[src/rtl/light_sequencer_if.sv]
`default_nettype none
// ============================================================================
// Module      : light_sequencer_if
// Description : Bundle between the intersection light sequencer and its
//               surroundings.
//               - Interval counter handshake: time_value, contando, terminado.
//               - Operator inputs: ped_req, night_mode.
//               - Lamp, status and debug outputs.
//               The master modport is the sequencer. The slave modport is the
//               counter/lamp environment.
// Ports (signals):
//   terminado  : one-cycle interval-done pulse from the counter
//   ped_req    : pedestrian button, level
//   night_mode : request flash operation
//   time_value : interval length handed to the counter
//   contando   : counter run enable
//   ns_light   : north-south lamps {red,yellow,green}
//   ew_light   : east-west lamps {red,yellow,green}
//   walk       : pedestrian walk lamp
//   fault      : sticky watchdog fault
//   state_o    : current state encoding (debug)
// Revision    : 1.0 - initial release
// ============================================================================
interface light_sequencer_if;
  logic       terminado;
  logic       ped_req;
  logic       night_mode;
  logic [3:0] time_value;
  logic       contando;
  logic [2:0] ns_light;
  logic [2:0] ew_light;
  logic       walk;
  logic       fault;
  logic [3:0] state_o;

  modport master (
    input  terminado, ped_req, night_mode,
    output time_value, contando, ns_light, ew_light, walk, fault, state_o
  );

  modport slave (
    output terminado, ped_req, night_mode,
    input  time_value, contando, ns_light, ew_light, walk, fault, state_o
  );
endinterface
`default_nettype wire

[src/rtl/light_sequencer.sv]
`default_nettype none
// ============================================================================
// Module      : light_sequencer
// Description : Intersection light controller.
//               - Acts as initiator of the interval-timer handshake.
//               - Each state runs a LOAD phase (counter idle for one cycle),
//                 then a RUN phase until the counter reports terminado.
//               - Sequences two roads, a latched pedestrian walk phase and a
//                 night flash mode.
//               - A watchdog locks the controller into FAULT when terminado
//                 never arrives.
// Ports:
//   div_clk : clock
//   rst     : asynchronous, active-high reset
//   bus     : light_sequencer_if.master
//             - inputs : terminado, ped_req, night_mode
//             - outputs: time_value, contando, ns_light, ew_light, walk,
//                        fault, state_o
// Revision    : 1.0 - initial release
// ============================================================================
module light_sequencer #(
  parameter logic [3:0] T_GREEN  = 4'd9,
  parameter logic [3:0] T_YELLOW = 4'd2,
  parameter logic [3:0] T_ALLRED = 4'd1,
  parameter logic [3:0] T_WALK   = 4'd7,
  parameter logic [3:0] T_FLASH  = 4'd3,
  parameter logic [4:0] WDOG     = 5'd20
) (
  input  logic                div_clk,
  input  logic                rst,
  light_sequencer_if.master   bus
);

  typedef enum logic [3:0] {
    NS_GREEN  = 4'd0,
    NS_YELLOW = 4'd1,
    ALL_RED1  = 4'd2,
    EW_GREEN  = 4'd3,
    EW_YELLOW = 4'd4,
    ALL_RED2  = 4'd5,
    WALK      = 4'd6,
    FLASH     = 4'd7,
    FAULT     = 4'd8
  } state_t;

  typedef enum logic {
    PH_LOAD = 1'b0,
    PH_RUN  = 1'b1
  } phase_t;

  localparam logic [2:0] c_RED    = 3'b100;
  localparam logic [2:0] c_YELLOW = 3'b010;
  localparam logic [2:0] c_GREEN  = 3'b001;
  localparam logic [2:0] c_DARK   = 3'b000;

  // The check happens on the edge that would make the count WDOG. FAULT is
  // therefore entered exactly WDOG cycles after contando rose.
  localparam logic [4:0] c_WDOG_LAST = WDOG - 5'd1;

  // --------------------------------------------------------------------------
  // Registered state
  // --------------------------------------------------------------------------
  state_t     state_q;
  phase_t     phase_q;
  logic       contando_q;
  logic [3:0] time_value_q;
  logic [2:0] ns_light_q;
  logic [2:0] ew_light_q;
  logic       walk_q;
  logic       fault_q;
  logic       ped_pend_q;
  logic [4:0] wdog_q;
  logic       flash_ph_q;

  // Next-state candidates, used only on a terminado edge in RUN.
  state_t     state_d;
  logic       flash_ph_d;
  logic [6:0] lamps_d;      // {ns_light, ew_light, walk}

  // --------------------------------------------------------------------------
  // Helper functions
  // --------------------------------------------------------------------------
  function automatic state_t next_state(input state_t s,
                                        input logic   night,
                                        input logic   ped);
    state_t n;
    case (s)
      NS_GREEN:  n = NS_YELLOW;
      NS_YELLOW: n = ALL_RED1;
      ALL_RED1:  n = night ? FLASH : EW_GREEN;
      EW_GREEN:  n = EW_YELLOW;
      EW_YELLOW: n = ALL_RED2;
      // Night mode has priority over a pending pedestrian request.
      ALL_RED2:  n = night ? FLASH : (ped ? WALK : NS_GREEN);
      WALK:      n = NS_GREEN;
      FLASH:     n = night ? FLASH : ALL_RED2;
      default:   n = FAULT;
    endcase
    return n;
  endfunction

  function automatic logic [3:0] time_for(input state_t s);
    logic [3:0] t;
    case (s)
      NS_GREEN, EW_GREEN:   t = T_GREEN;
      NS_YELLOW, EW_YELLOW: t = T_YELLOW;
      WALK:                 t = T_WALK;
      FLASH:                t = T_FLASH;
      default:              t = T_ALLRED;
    endcase
    return t;
  endfunction

  function automatic logic [6:0] lamps_for(input state_t s, input logic fph);
    logic [6:0] l;
    case (s)
      NS_GREEN:  l = {c_GREEN,  c_RED,    1'b0};
      NS_YELLOW: l = {c_YELLOW, c_RED,    1'b0};
      EW_GREEN:  l = {c_RED,    c_GREEN,  1'b0};
      EW_YELLOW: l = {c_RED,    c_YELLOW, 1'b0};
      WALK:      l = {c_RED,    c_RED,    1'b1};
      FLASH:     l = {fph ? c_YELLOW : c_DARK, fph ? c_YELLOW : c_DARK, 1'b0};
      default:   l = {c_RED,    c_RED,    1'b0};
    endcase
    return l;
  endfunction

  // --------------------------------------------------------------------------
  // Next-state decode
  // --------------------------------------------------------------------------
  always_comb begin
    state_d    = next_state(state_q, bus.night_mode, ped_pend_q);
    // The flash phase toggles only while staying in FLASH. Each fresh entry
    // starts on the dark half, so the pattern is deterministic.
    flash_ph_d = ((state_q == FLASH) && (state_d == FLASH)) ? ~flash_ph_q : 1'b0;
    lamps_d    = lamps_for(state_d, flash_ph_d);
  end

  // --------------------------------------------------------------------------
  // State machine with registered outputs
  // --------------------------------------------------------------------------
  always_ff @(posedge div_clk or posedge rst) begin
    if (rst) begin
      state_q      <= ALL_RED2;
      phase_q      <= PH_LOAD;
      contando_q   <= 1'b0;
      time_value_q <= T_ALLRED;
      ns_light_q   <= c_RED;
      ew_light_q   <= c_RED;
      walk_q       <= 1'b0;
      fault_q      <= 1'b0;
      ped_pend_q   <= 1'b0;
      wdog_q       <= 5'd0;
      flash_ph_q   <= 1'b0;
    end else if (state_q != FAULT) begin
      // Requests are not latched while flashing; FAULT never gets here.
      if (bus.ped_req && (state_q != FLASH)) begin
        ped_pend_q <= 1'b1;
      end

      if (phase_q == PH_LOAD) begin
        // One idle cycle lets the counter reload; terminado is ignored here.
        phase_q    <= PH_RUN;
        contando_q <= 1'b1;
        wdog_q     <= 5'd0;
      end else if (bus.terminado) begin
        state_q      <= state_d;
        phase_q      <= PH_LOAD;
        contando_q   <= 1'b0;
        time_value_q <= time_for(state_d);
        ns_light_q   <= lamps_d[6:4];
        ew_light_q   <= lamps_d[3:1];
        walk_q       <= lamps_d[0];
        flash_ph_q   <= flash_ph_d;
        // Written after the latch above, so a press on the entry edge is
        // consumed by this walk phase rather than queued for the next round.
        if (state_d == WALK) begin
          ped_pend_q <= 1'b0;
        end
      end else if (wdog_q == c_WDOG_LAST) begin
        state_q    <= FAULT;
        phase_q    <= PH_LOAD;
        contando_q <= 1'b0;
        ns_light_q <= c_RED;
        ew_light_q <= c_RED;
        walk_q     <= 1'b0;
        fault_q    <= 1'b1;
      end else begin
        wdog_q <= wdog_q + 5'd1;
      end
    end
  end

  // --------------------------------------------------------------------------
  // Outputs
  // --------------------------------------------------------------------------
  assign bus.time_value = time_value_q;
  assign bus.contando   = contando_q;
  assign bus.ns_light   = ns_light_q;
  assign bus.ew_light   = ew_light_q;
  assign bus.walk       = walk_q;
  assign bus.fault      = fault_q;
  assign bus.state_o    = state_q;

endmodule
`default_nettype wire

[src/flat_wrapper.sv]
// flat-port wrapper written by rule: the top's interface ports become plain ports
module light_sequencer_flat 
#(
  parameter logic [3:0] T_GREEN  = 4'd9,
  parameter logic [3:0] T_YELLOW = 4'd2,
  parameter logic [3:0] T_ALLRED = 4'd1,
  parameter logic [3:0] T_WALK   = 4'd7,
  parameter logic [3:0] T_FLASH  = 4'd3,
  parameter logic [4:0] WDOG     = 5'd20
)
  (div_clk, rst, bus_terminado, bus_ped_req, bus_night_mode, bus_time_value, bus_contando, bus_ns_light, bus_ew_light, bus_walk, bus_fault, bus_state_o);
  light_sequencer_if bus_i ();
  input  logic div_clk;
  input  logic rst;
  input wire logic [$bits(bus_i.terminado)-1:0] bus_terminado;
  input wire logic [$bits(bus_i.ped_req)-1:0] bus_ped_req;
  input wire logic [$bits(bus_i.night_mode)-1:0] bus_night_mode;
  output wire logic [$bits(bus_i.time_value)-1:0] bus_time_value;
  output wire logic [$bits(bus_i.contando)-1:0] bus_contando;
  output wire logic [$bits(bus_i.ns_light)-1:0] bus_ns_light;
  output wire logic [$bits(bus_i.ew_light)-1:0] bus_ew_light;
  output wire logic [$bits(bus_i.walk)-1:0] bus_walk;
  output wire logic [$bits(bus_i.fault)-1:0] bus_fault;
  output wire logic [$bits(bus_i.state_o)-1:0] bus_state_o;
  assign bus_i.terminado = bus_terminado;
  assign bus_i.ped_req = bus_ped_req;
  assign bus_i.night_mode = bus_night_mode;
  assign bus_time_value = bus_i.time_value;
  assign bus_contando = bus_i.contando;
  assign bus_ns_light = bus_i.ns_light;
  assign bus_ew_light = bus_i.ew_light;
  assign bus_walk = bus_i.walk;
  assign bus_fault = bus_i.fault;
  assign bus_state_o = bus_i.state_o;
  light_sequencer #(.T_GREEN(T_GREEN), .T_YELLOW(T_YELLOW), .T_ALLRED(T_ALLRED), .T_WALK(T_WALK), .T_FLASH(T_FLASH), .WDOG(WDOG)) u_core (.div_clk(div_clk), .rst(rst), .bus(bus_i));
endmodule
[config.mk]
export PLATFORM = sky130hd
export DESIGN_NAME = light_sequencer_flat
export DESIGN_NICKNAME = d
export VERILOG_FILES = /design/src/rtl/light_sequencer_if.sv /design/src/rtl/light_sequencer.sv /design/src/flat_wrapper.sv
export SDC_FILE = /design/constraint.sdc
export NUM_CORES = 1
export LEC_CHECK = 0
export CORE_AREA = 2 2 53 55
export DETAILED_ROUTE_END_ITERATION = 10
export DIE_AREA = 0 0 55 57
export PLACE_DENSITY = 0.78
export SLEW_MARGIN = 20
export SYNTH_ARGS = -nofsm -noshare
export SYNTH_HDL_FRONTEND = slang
export SYNTH_SLANG_ARGS = --single-unit
[constraint.sdc]
create_clock -name div_clk -period 3.1 [get_ports div_clk]
set_input_delay 0.62 -clock div_clk [delete_from_list [all_inputs] [get_ports div_clk]]
set_output_delay 0.62 -clock div_clk [all_outputs]
set_load 0.02 [all_outputs]
==> results of run 1 <==
-- cell usage after synthesis, types with 2 or more instances --
| cell type | instances |
|---|---|
| dfrtp_1 | 20 |
| clkbuf_1 | 2 |
| a22o_1 | 10 |
| nand4b_1 | 3 |
| a21o_1 | 6 |
| and2_4 | 2 |
| o21ai_1 | 5 |
| nor2b_1 | 4 |
| o22a_1 | 2 |
| o21bai_1 | 2 |
| nor3_1 | 2 |
| nand2_2 | 2 |
| dfstp_2 | 5 |
| a31oi_1 | 2 |
| o21ai_0 | 4 |
| nand3_1 | 3 |
| nor2_1 | 10 |
| nand2_1 | 9 |
| buf_6 | 2 |
| or4b_4 | 2 |
| a21oi_1 | 2 |
-- flip-flops by register name, indices dropped and copies added (netlist names) --
signal and cells:
u_core.bus.time_value 4, u_core.wdog_q 5, u_core.bus.state_o 4, u_core.flash_ph_q 1, u_core.phase_q 1, u_core.bus.fault 1
u_core.bus.ew_light 3, u_core.ped_pend_q 1, u_core.bus.ns_light 3, u_core.bus.walk 1, u_core.bus.contando 1
-- metal layers --
layer | share of wire | global-route usage | vias up
met3 | 0.033 | 0.0262 | 4
met1 | 0.48 | 0.324 | 543
met4 | 0.013 | 0.0801 | 0
li1 | - | - | 507
met2 | 0.47 | 0.306 | 24
met5 | 0 | 0 | -
-- cell type report --
class | count | area share
repair buffers | 21 | 0.130
clock buffers | 3 | 0.0140
multi-input cells | 94 | 0.430
inverters | 2 | 0.00466
clock inverters | 1 | 0.00466
flip-flops and latches | 25 | 0.392
well taps | 31 | 0.0241
-- logic make-up (layout without fill, tap and decap cells) --
| logic type | count (synthesis) | in the layout | share of synthesized area |
|---|---|---|---|
| adders and majority gates | 1 | 1 | 0.00896 |
| AOI/OAI and AO/OA | 40 | 40 | 0.231 |
| and+or+nand+nor | 49 | 49 | 0.229 |
| xor gates and xnor gates | 2 | 2 | 0.0125 |
| muxes | 2 | 2 | 0.0152 |
| DFF | 25 | 25 | 0.453 |
| buffers and inverters | 8 | 27 | 0.0511 |
-- through the flow --
stage               hold WS, ps  instance area (sq um)  power (mW)  setup slack, ps
global route                509                   1610        1.51              697
finish                      486                   1610        1.41              783
floorplan                   474                   1400        1.07             1310
global placement            441                   1580        1.24              774
detailed placement          456                   1580        1.26              723
CTS                         490                   1610        1.41              773
-- final timing paths --
path | from | endpoint | slack, ps | cells after the start
max | u_core.bus.state_o[0]$_DFFE_PP1P_ | bus_state_o[0] | 780 | 1
min in group asynchronous | rst | u_core.wdog_q[4]$_DFFE_PP0P_ | 770 | 2
min reg2reg | u_core.bus.fault$_DFFE_PP0P_ | u_core.bus.fault$_DFFE_PP0P_ | 490 | 1
max in group asynchronous | rst | u_core.wdog_q[3]$_DFFE_PP0P_ | 1770 | 2
max reg2reg | u_core.bus.state_o[2]$_DFFE_PP1P_ | u_core.ped_pend_q$_DFFE_PP0N_ | 1090 | 5
min | u_core.bus.fault$_DFFE_PP0P_ | u_core.bus.fault$_DFFE_PP0P_ | 490 | 1
-- where the power goes --
part,internal [mW],switching (mW),leakage (nW)
clock,0.0493,0.101,0.0139
combinational,0.345,0.357,0.374
sequential,0.433,0.125,0.310
==> results.sh, run 1 <==
export IMPL_vias=1078
export IMPL_cts_sinks=25
export IMPL_worst_path_max_fanout=14
export IMPL_fmax_ghz=0.432
export IMPL_hold_viol=0
export IMPL_synth_seq_cells=25
export IMPL_grt_antenna_before_repair=0
export IMPL_setup_violations=0
export IMPL_drv_slew=0
export IMPL_ys_types=49
export IMPL_fp_dieW_um=55
export IMPL_fp_row_count=19
export IMPL_drcViolationCount=0
export IMPL_critPathLaunchType="flop"
export IMPL_finalWirelength_mm=2.84
export IMPL_synth_top_cell_area_share=0.358
export IMPL_dieHeight_um=57
export IMPL_worstSetupPathType="reg -> out"
export IMPL_maxCapViolations=0
export IMPL_cts_root_buf="clkbuf_4"
export IMPL_finalNonFillerCells=177
export IMPL_grt_pass1_wl_mm=4.84
export IMPL_cts_resized=0
export IMPL_core_area_sq_mm=0.00262
export IMPL_fin_util=0.616
export IMPL_layout_commonest_cell="clkdlybuf4s50_1"
export IMPL_finalSetupTns_ps=0
export IMPL_hold_buffers=0
export IMPL_period_share=0.748
export IMPL_worst_ir_drop_vdd_mv=0.795
export IMPL_cts_buffers=3
export IMPL_grt_usage=0.211
export IMPL_drt_pass1_iter_count=4
export IMPL_outcome="completed"
export IMPL_ant_nets=0
export IMPL_clock_path_buffers=2
export IMPL_clock_skew_ps=2.15
export IMPL_synth_edf_count=0
export IMPL_drive_gt1_frac=0.164
export IMPL_syn_inst=127
export IMPL_max_slew_margin=0.396
export IMPL_drt_iter0_markers=26
export IMPL_p_leak_nw=0.698
export IMPL_dieArea_sq_mm=0.00314
export IMPL_endpoint_kind="output port"
export IMPL_ff_latch_area_sq_um=632
export IMPL_place_hpwl_mm=2.03
export IMPL_rsz0062_at_grt="false"
export IMPL_synthesis_area_sq_mm=0.00140
export IMPL_finalCriticalPeriod_ps=2320
export IMPL_crit_path_top_delay_cell="dfstp_2"
export IMPL_cts_max_level=1
export IMPL_tightestPinTransition_ps=905
export IMPL_layout_common_cells="clkdlybuf4s50_1, dfrtp_1, nor2_1, a22o_1, nand2_1"
export IMPL_synth_avg_cell_area_sq_um=11.0
export IMPL_critical_path_required_ps=2480
export IMPL_syn_nets=133
export IMPL_cts_clk_slew_worst_paths_ps=140
export IMPL_critPathMaxStageDelay_ps=720
export IMPL_cts_tree="done"
export IMPL_post_place_cells=173
export IMPL_num_nets_final=153
export IMPL_grt_pass1_vias=1045
export IMPL_nFillCells=221
export IMPL_multiInputGateArea_sq_um=693
export IMPL_n_antenna_cell=0
export IMPL_wl_per_cell_um=16.1
export IMPL_critical_path_top_delay_family="flip-flops"
export IMPL_io_pins=22
export IMPL_arrival_ps=1700
export IMPL_portBuffers=21
export IMPL_vias_per_cell=6.09
export IMPL_grt_overflow=0
export IMPL_synthArstFlopShare=1.00
export IMPL_synth_area_leader_cell="dfrtp_1"
export IMPL_place_gp_congestion=0.773
export IMPL_clk_latency_ps=320
export IMPL_start_util=0.534
export IMPL_cts_setup_buffers=0
export IMPL_area_growth_pct=15.4
export IMPL_ys_warn_count=0
export IMPL_worst_path_buf_inv=1
export IMPL_hold_class="reg -> reg"
export IMPL_synth_seq_area_share=0.453
export IMPL_synth_ff_type="dfrtp_1"
export IMPL_ys_top_cells_by_area="dfrtp_1, dfstp_2, a22o_1, a21o_1, nor2_1"
export IMPL_cellPowerDensity_mw_per_mm2=875
export IMPL_grt_max_degree=26
export IMPL_cp_cell_sequence="clkdlybuf4s50_1"
(Power assumes the default switching activity.)
==> run 2, diff against run 1 <==
--- a/config.mk
+++ b/config.mk
@@ -5,10 +5,10 @@
 export SDC_FILE = /design/constraint.sdc
 export NUM_CORES = 1
 export LEC_CHECK = 0
-export CORE_AREA = 2 2 53 55
+export CORE_AREA = 2 2 55 57
 export DETAILED_ROUTE_END_ITERATION = 10
-export DIE_AREA = 0 0 55 57
-export PLACE_DENSITY = 0.78
+export DIE_AREA = 0 0 57 59
+export PLACE_DENSITY = 0.73
 export SLEW_MARGIN = 20
 export SYNTH_ARGS = -nofsm -noshare
 export SYNTH_HDL_FRONTEND = slang
==> constraint.sdc (replaced) <==
create_clock -name div_clk -period 2.2 [get_ports div_clk]
set_input_delay 0.44 -clock div_clk [delete_from_list [all_inputs] [get_ports div_clk]]
set_output_delay 0.44 -clock div_clk [all_outputs]
set_load 0.02 [all_outputs]
==> run 2 against run 1 <==
Net effect: design area rose by 2.8%; sequential cell count unchanged; clock-buffer cell count rose by 1; clock power grew 37%; critical path type unchanged; clock skew barely moved; setup slack worse by 720 ps; non-clock buffer count increased by 6; largest power group unchanged; sequential power grew 41%.
==> results.sh, run 2 (synthesis gave the netlist of run 1 again) <==
export IMPL_endpoint_kind="output port"
export IMPL_drt_iter0_markers=24
export IMPL_largest_reg_flops=5
export IMPL_place_hpwl_mm=2.21
export IMPL_n_antenna_cell=0
export IMPL_layout_common_cells="clkdlybuf4s50_1, dfrtp_1, nor2_1, a22o_1, nand2_1"
export IMPL_cts_buffers=3
export IMPL_regMostFlops="u_core.wdog_q"
export IMPL_nFillCells=229
export IMPL_layout_commonest_cell="clkdlybuf4s50_1"
export IMPL_dieHeight_um=59
export IMPL_io_pins=22
export IMPL_worstSetupPathType="reg -> out"
export IMPL_tightestPinTransition_ps=425
export IMPL_cp_cell_sequence="clkdlybuf4s50_1"
export IMPL_hold_viol=0
export IMPL_cts_clk_slew_worst_paths_ps=130
export IMPL_p_leak_nw=0.731
export IMPL_max_slew_margin=0.712
export IMPL_worst_path_buf_inv=1
export IMPL_rr_startpoint="u_core.bus.state_o[2]$_DFFE_PP1P_"
export IMPL_drive_gt1_frac=0.191
export IMPL_rrSetupSlack_ps=140
export IMPL_setup_ws_ps=58.1
export IMPL_cts_tree="done"
export IMPL_clock_skew_ps=2.60
export IMPL_dieArea_sq_mm=0.00336
export IMPL_grt_pass1_wl_mm=5.22
export IMPL_rsz0062_at_grt="false"
export IMPL_drt_pass1_iter_count=4
export IMPL_start_util=0.515
export IMPL_crit_path_top_delay_cell="dfstp_2"
export IMPL_preCtsSetupSlack_ps=46.3
export IMPL_cts_max_level=1
export IMPL_outcome="completed"
export IMPL_arrival_ps=1700
export IMPL_grt_usage=0.199
export IMPL_hold_buffers=0
export IMPL_vias=1064
export IMPL_clk_latency_ps=310
export IMPL_portBuffers=21
export IMPL_cellPowerDensity_mw_per_mm2=1220
export IMPL_grt_antenna_before_repair=0
export IMPL_setup_violations=0
export IMPL_vias_per_cell=5.81
export IMPL_area_growth_pct=18.6
export IMPL_clock_path_buffers=2
export IMPL_finalNonFillerCells=183
export IMPL_cts_resized=0
export IMPL_hold_class="in -> async"
export IMPL_wl_per_cell_um=16.4
export IMPL_grt_pass1_vias=1082
export IMPL_fp_row_count=19
export IMPL_cts_sinks=25
export IMPL_fmax_ghz=0.467
export IMPL_post_place_cells=179
export IMPL_worst_path_max_fanout=14
export IMPL_period_share=0.974
export IMPL_core_area_sq_mm=0.00271
export IMPL_grt_overflow=0
export IMPL_num_nets_final=159
export IMPL_finalWirelength_mm=2.99
export IMPL_grt_max_degree=26
export IMPL_cts_root_buf="clkbuf_4"
export IMPL_reg2reg_to="u_core.ped_pend_q$_DFFE_PP0N_"
export IMPL_drcViolationCount=0
export IMPL_reg2regPathDepth=5
export IMPL_critPathLaunchType="flop"
export IMPL_finalSetupTns_ps=0
export IMPL_cts_setup_buffers=0
export IMPL_fp_dieW_um=57
export IMPL_fin_util=0.611
export IMPL_place_gp_congestion=0.821
export IMPL_critical_path_top_delay_family="flip-flops"
export IMPL_finalCriticalPeriod_ps=2140
export IMPL_ant_nets=0
export IMPL_drv_slew=0
export IMPL_worst_ir_drop_vdd_mv=1.17
export IMPL_critical_path_required_ps=1760
export IMPL_critPathMaxStageDelay_ps=730
export IMPL_maxCapViolations=0
## run 2: per-stage QoR
step	instance area [sq um]	hold WS (ps)	total power, mW
2_1_floorplan	1400	464	1.51
3_3_place_gp	1630	441	1.78
3_5_place_dp	1630	456	1.81
4_1_cts	1650	453	2.02
5_1_grt	1660	476	2.16
6_report	1660	448	2.01
## run 2: worst max-delay path by stage
stage	start	end	slack [ps]	depth (start not counted)
after global routing	u_core.bus.state_o[0]$_DFFE_PP1P_	bus_state_o[0]	4	1
after floorplan	u_core.bus.state_o[2]$_DFFE_PP1P_	u_core.bus.ns_light[2]$_DFFE_PP1P_	410	6
after CTS	u_core.bus.state_o[0]$_DFFE_PP1P_	bus_state_o[0]	40	1
after detailed placement	bus_night_mode	u_core.bus.ns_light[2]$_DFFE_PP1P_	50	6
final	u_core.bus.state_o[0]$_DFFE_PP1P_	bus_state_o[0]	60	1
after global placement	bus_night_mode	u_core.bus.ns_light[2]$_DFFE_PP1P_	100	6
## run 2: cell type report
| cell class | instances | area [sq um] | share of cell area |
|---|---|---|---|
| clock buffers | 4 | 26.3 | 0.0159 |
| repair buffers | 27 | 255 | 0.154 |
| multi-input cells | 94 | 693 | 0.418 |
| inverters | 2 | 7.51 | 0.00453 |
| well taps | 31 | 38.8 | 0.0234 |
| flip-flops and latches | 25 | 636 | 0.384 |
## run 2: per-layer routing
metal  global-route usage  share of wire
met3               0.0262          0.054
met5                    0              0
met2                0.299           0.48
met1                0.302           0.46
met4               0.0598          0.011
## run 2: report_power, final
group | switching [mW] | internal [mW]
Sequential | 0.169 | 0.618
Combinational | 0.516 | 0.507
Clock | 0.134 | 0.0709
==> run 3, diff against run 2 <==
--- a/config.mk
+++ b/config.mk
@@ -9,7 +9,9 @@
 export DETAILED_ROUTE_END_ITERATION = 10
 export DIE_AREA = 0 0 57 59
 export PLACE_DENSITY = 0.73
-export SLEW_MARGIN = 20
+export REMOVE_ABC_BUFFERS = 1
+export SKIP_LAST_GASP = 1
+export SLEW_MARGIN = 10
 export SYNTH_ARGS = -nofsm -noshare
 export SYNTH_HDL_FRONTEND = slang
 export SYNTH_SLANG_ARGS = --single-unit
==> run 3 against run 2 <==
Net effect: core utilization decreased by 0.46 points; global-route usage is 1.3 points lower; setup slack got worse by 9.9 ps; clock skew about the same; sequential power up 2%; maximum frequency is 0.46% lower; die area is the same; via count rose by 0.85%; sequential cell count unchanged; largest cell class unchanged; largest power group unchanged.
==> results.sh, run 3 (synthesis gave the netlist of run 1 again) <==
export IMPL_fin_util=0.607
export IMPL_cts_tree="done"
export IMPL_dieHeight_um=59
export IMPL_grt_overflow=0
export IMPL_fp_dieW_um=57
export IMPL_drv_slew=0
export IMPL_clk_latency_ps=330
export IMPL_cts_root_buf="clkbuf_4"
export IMPL_core_area_sq_mm=0.00271
export IMPL_finalSetupTns_ps=0
export IMPL_cts_sinks=25
export IMPL_clock_path_buffers=2
export IMPL_hold_viol=0
export IMPL_arrival_ps=1710
export IMPL_n_antenna_cell=0
export IMPL_critPathMaxStageDelay_ps=720
export IMPL_endpoint_kind="output port"
export IMPL_maxCapViolations=0
export IMPL_nFillCells=237
export IMPL_layout_commonest_cell="clkdlybuf4s50_1"
export IMPL_reg2regPathDepth=5
export IMPL_p_sw_mw=0.810
export IMPL_outcome="completed"
export IMPL_met1Wirelength_mm=1.32
export IMPL_wl_met3_um=77
export IMPL_drcViolationCount=0
export IMPL_p_clk_frac=0.106
export IMPL_finalWirelength_mm=2.86
export IMPL_cts_buffers=3
export IMPL_p_int_mw=1.18
export IMPL_grt_pass1_wl_mm=4.76
export IMPL_critical_path_top_delay_family="flip-flops"
export IMPL_hold_class="in -> async"
export IMPL_rr_startpoint="u_core.bus.state_o[2]$_DFFE_PP1P_"
export IMPL_grt_usage=0.186
export IMPL_largest_reg_flops=5
export IMPL_drt_iter0_markers=39
export IMPL_tightestPinTransition_ps=432
export IMPL_p_leak_nw=0.722
export IMPL_drive_gt1_frac=0.193
export IMPL_area_growth_pct=17.7
export IMPL_reg2reg_to="u_core.ped_pend_q$_DFFE_PP0N_"
export IMPL_switching_share=0.406
export IMPL_setup_violations=0
export IMPL_hold_buffers=0
export IMPL_total_power_mw=1.99
export IMPL_worst_path_max_fanout=14
export IMPL_vias=1073
export IMPL_clock_skew_ps=2.84
export IMPL_worst_path_buf_inv=1
export IMPL_cts_resized=0
export IMPL_cellPowerDensity_mw_per_mm2=1210
export IMPL_crit_path_top_delay_cell="dfstp_2"
export IMPL_finalCriticalPeriod_ps=2150
export IMPL_post_place_cells=177
export IMPL_cts_max_level=1
export IMPL_seq_power_share=0.401
export IMPL_drt_pass1_iter_count=4
export IMPL_period_share=0.978
export IMPL_worst_ir_drop_vdd_mv=0.855
export IMPL_io_pins=22
export IMPL_ant_nets=0
export IMPL_regMostFlops="u_core.wdog_q"
export IMPL_start_util=0.515
export IMPL_dieArea_sq_mm=0.00336
export IMPL_grt_pass1_vias=1037
export IMPL_rsz0062_at_grt="false"
export IMPL_fmax_ghz=0.465
export IMPL_max_slew_margin=0.708
export IMPL_wl_per_cell_um=15.8
export IMPL_grt_antenna_before_repair=0
export IMPL_wl_met2_mm=1.38
export IMPL_portBuffers=21
export IMPL_rrSetupSlack_ps=200
export IMPL_whs_ps=437
export IMPL_grt_max_degree=26
export IMPL_cts_setup_buffers=0
export IMPL_cp_depth=1
export IMPL_place_gp_congestion=0.873
export IMPL_place_hpwl_mm=2.06
export IMPL_critical_path_required_ps=1760
export IMPL_fp_row_count=19
export IMPL_cp_cell_sequence="clkdlybuf4s50_1"
export IMPL_cts_clk_slew_worst_paths_ps=140
export IMPL_vias_per_cell=5.93
export IMPL_layout_common_cells="clkdlybuf4s50_1, dfrtp_1, nor2_1, a22o_1, nand2_1"
export IMPL_worstSetupPathType="reg -> out"
export IMPL_num_nets_final=157
export IMPL_finalNonFillerCells=181
export IMPL_critPathLaunchType="flop"
export IMPL_top_layer="met4"
export IMPL_pwr_share_comb=0.493
[run 3: layer usage]
metal	GRT usage	vias to the layer above
met3	0.0262	9
li1	-	514
met4	0.110	0
met1	0.242	528
met5	0	-
met2	0.297	22
[run 3: per-stage QoR]
step | area [sq um] | setup slack, ps
final | 1640 | 48.2
after global routing | 1640 | 6.00
after CTS | 1640 | 27.0
after detailed placement | 1610 | 66.2
after global placement | 1610 | 103
after floorplan | 1330 | 352
[run 3: how the worst max path moves through the flow]
stage,start,end
CTS,u_core.bus.state_o[2]$_DFFE_PP1P_,bus_state_o[2]
floorplan,u_core.bus.state_o[2]$_DFFE_PP1P_,u_core.ped_pend_q$_DFFE_PP0N_
detailed placement,bus_night_mode,u_core.bus.ns_light[2]$_DFFE_PP1P_
finish,u_core.bus.state_o[0]$_DFFE_PP1P_,bus_state_o[0]
global route,u_core.bus.state_o[0]$_DFFE_PP1P_,bus_state_o[0]
global placement,bus_night_mode,u_core.bus.ns_light[2]$_DFFE_PP1P_
[run 3: area by class of cell]
class                   instances  area [sq um]  area share
repair buffers                 25           240       0.146
clock inverters                 1          5.00     0.00304
inverters                       2          7.51     0.00457
clock buffers                   3          22.5      0.0137
multi-input cells              94           693       0.422
flip-flops and latches         25           637       0.387
well taps                      31          38.8      0.0236
[run 3: power by group through the flow]
stage                     sequential, mW  clock [mW]  combinational [mW]
after floorplan                    0.900           0               0.528
after global placement             0.790           0               0.975
after detailed placement           0.797           0               0.981
after CTS                          0.789       0.217               0.991
after global routing               0.821       0.234                1.07
final                              0.799       0.212               0.983
[run 3: worst min-delay path, stage by stage]
cell and delay [ps]:
clkdlybuf4s50_1 390, inv_1 50, buf_4 300
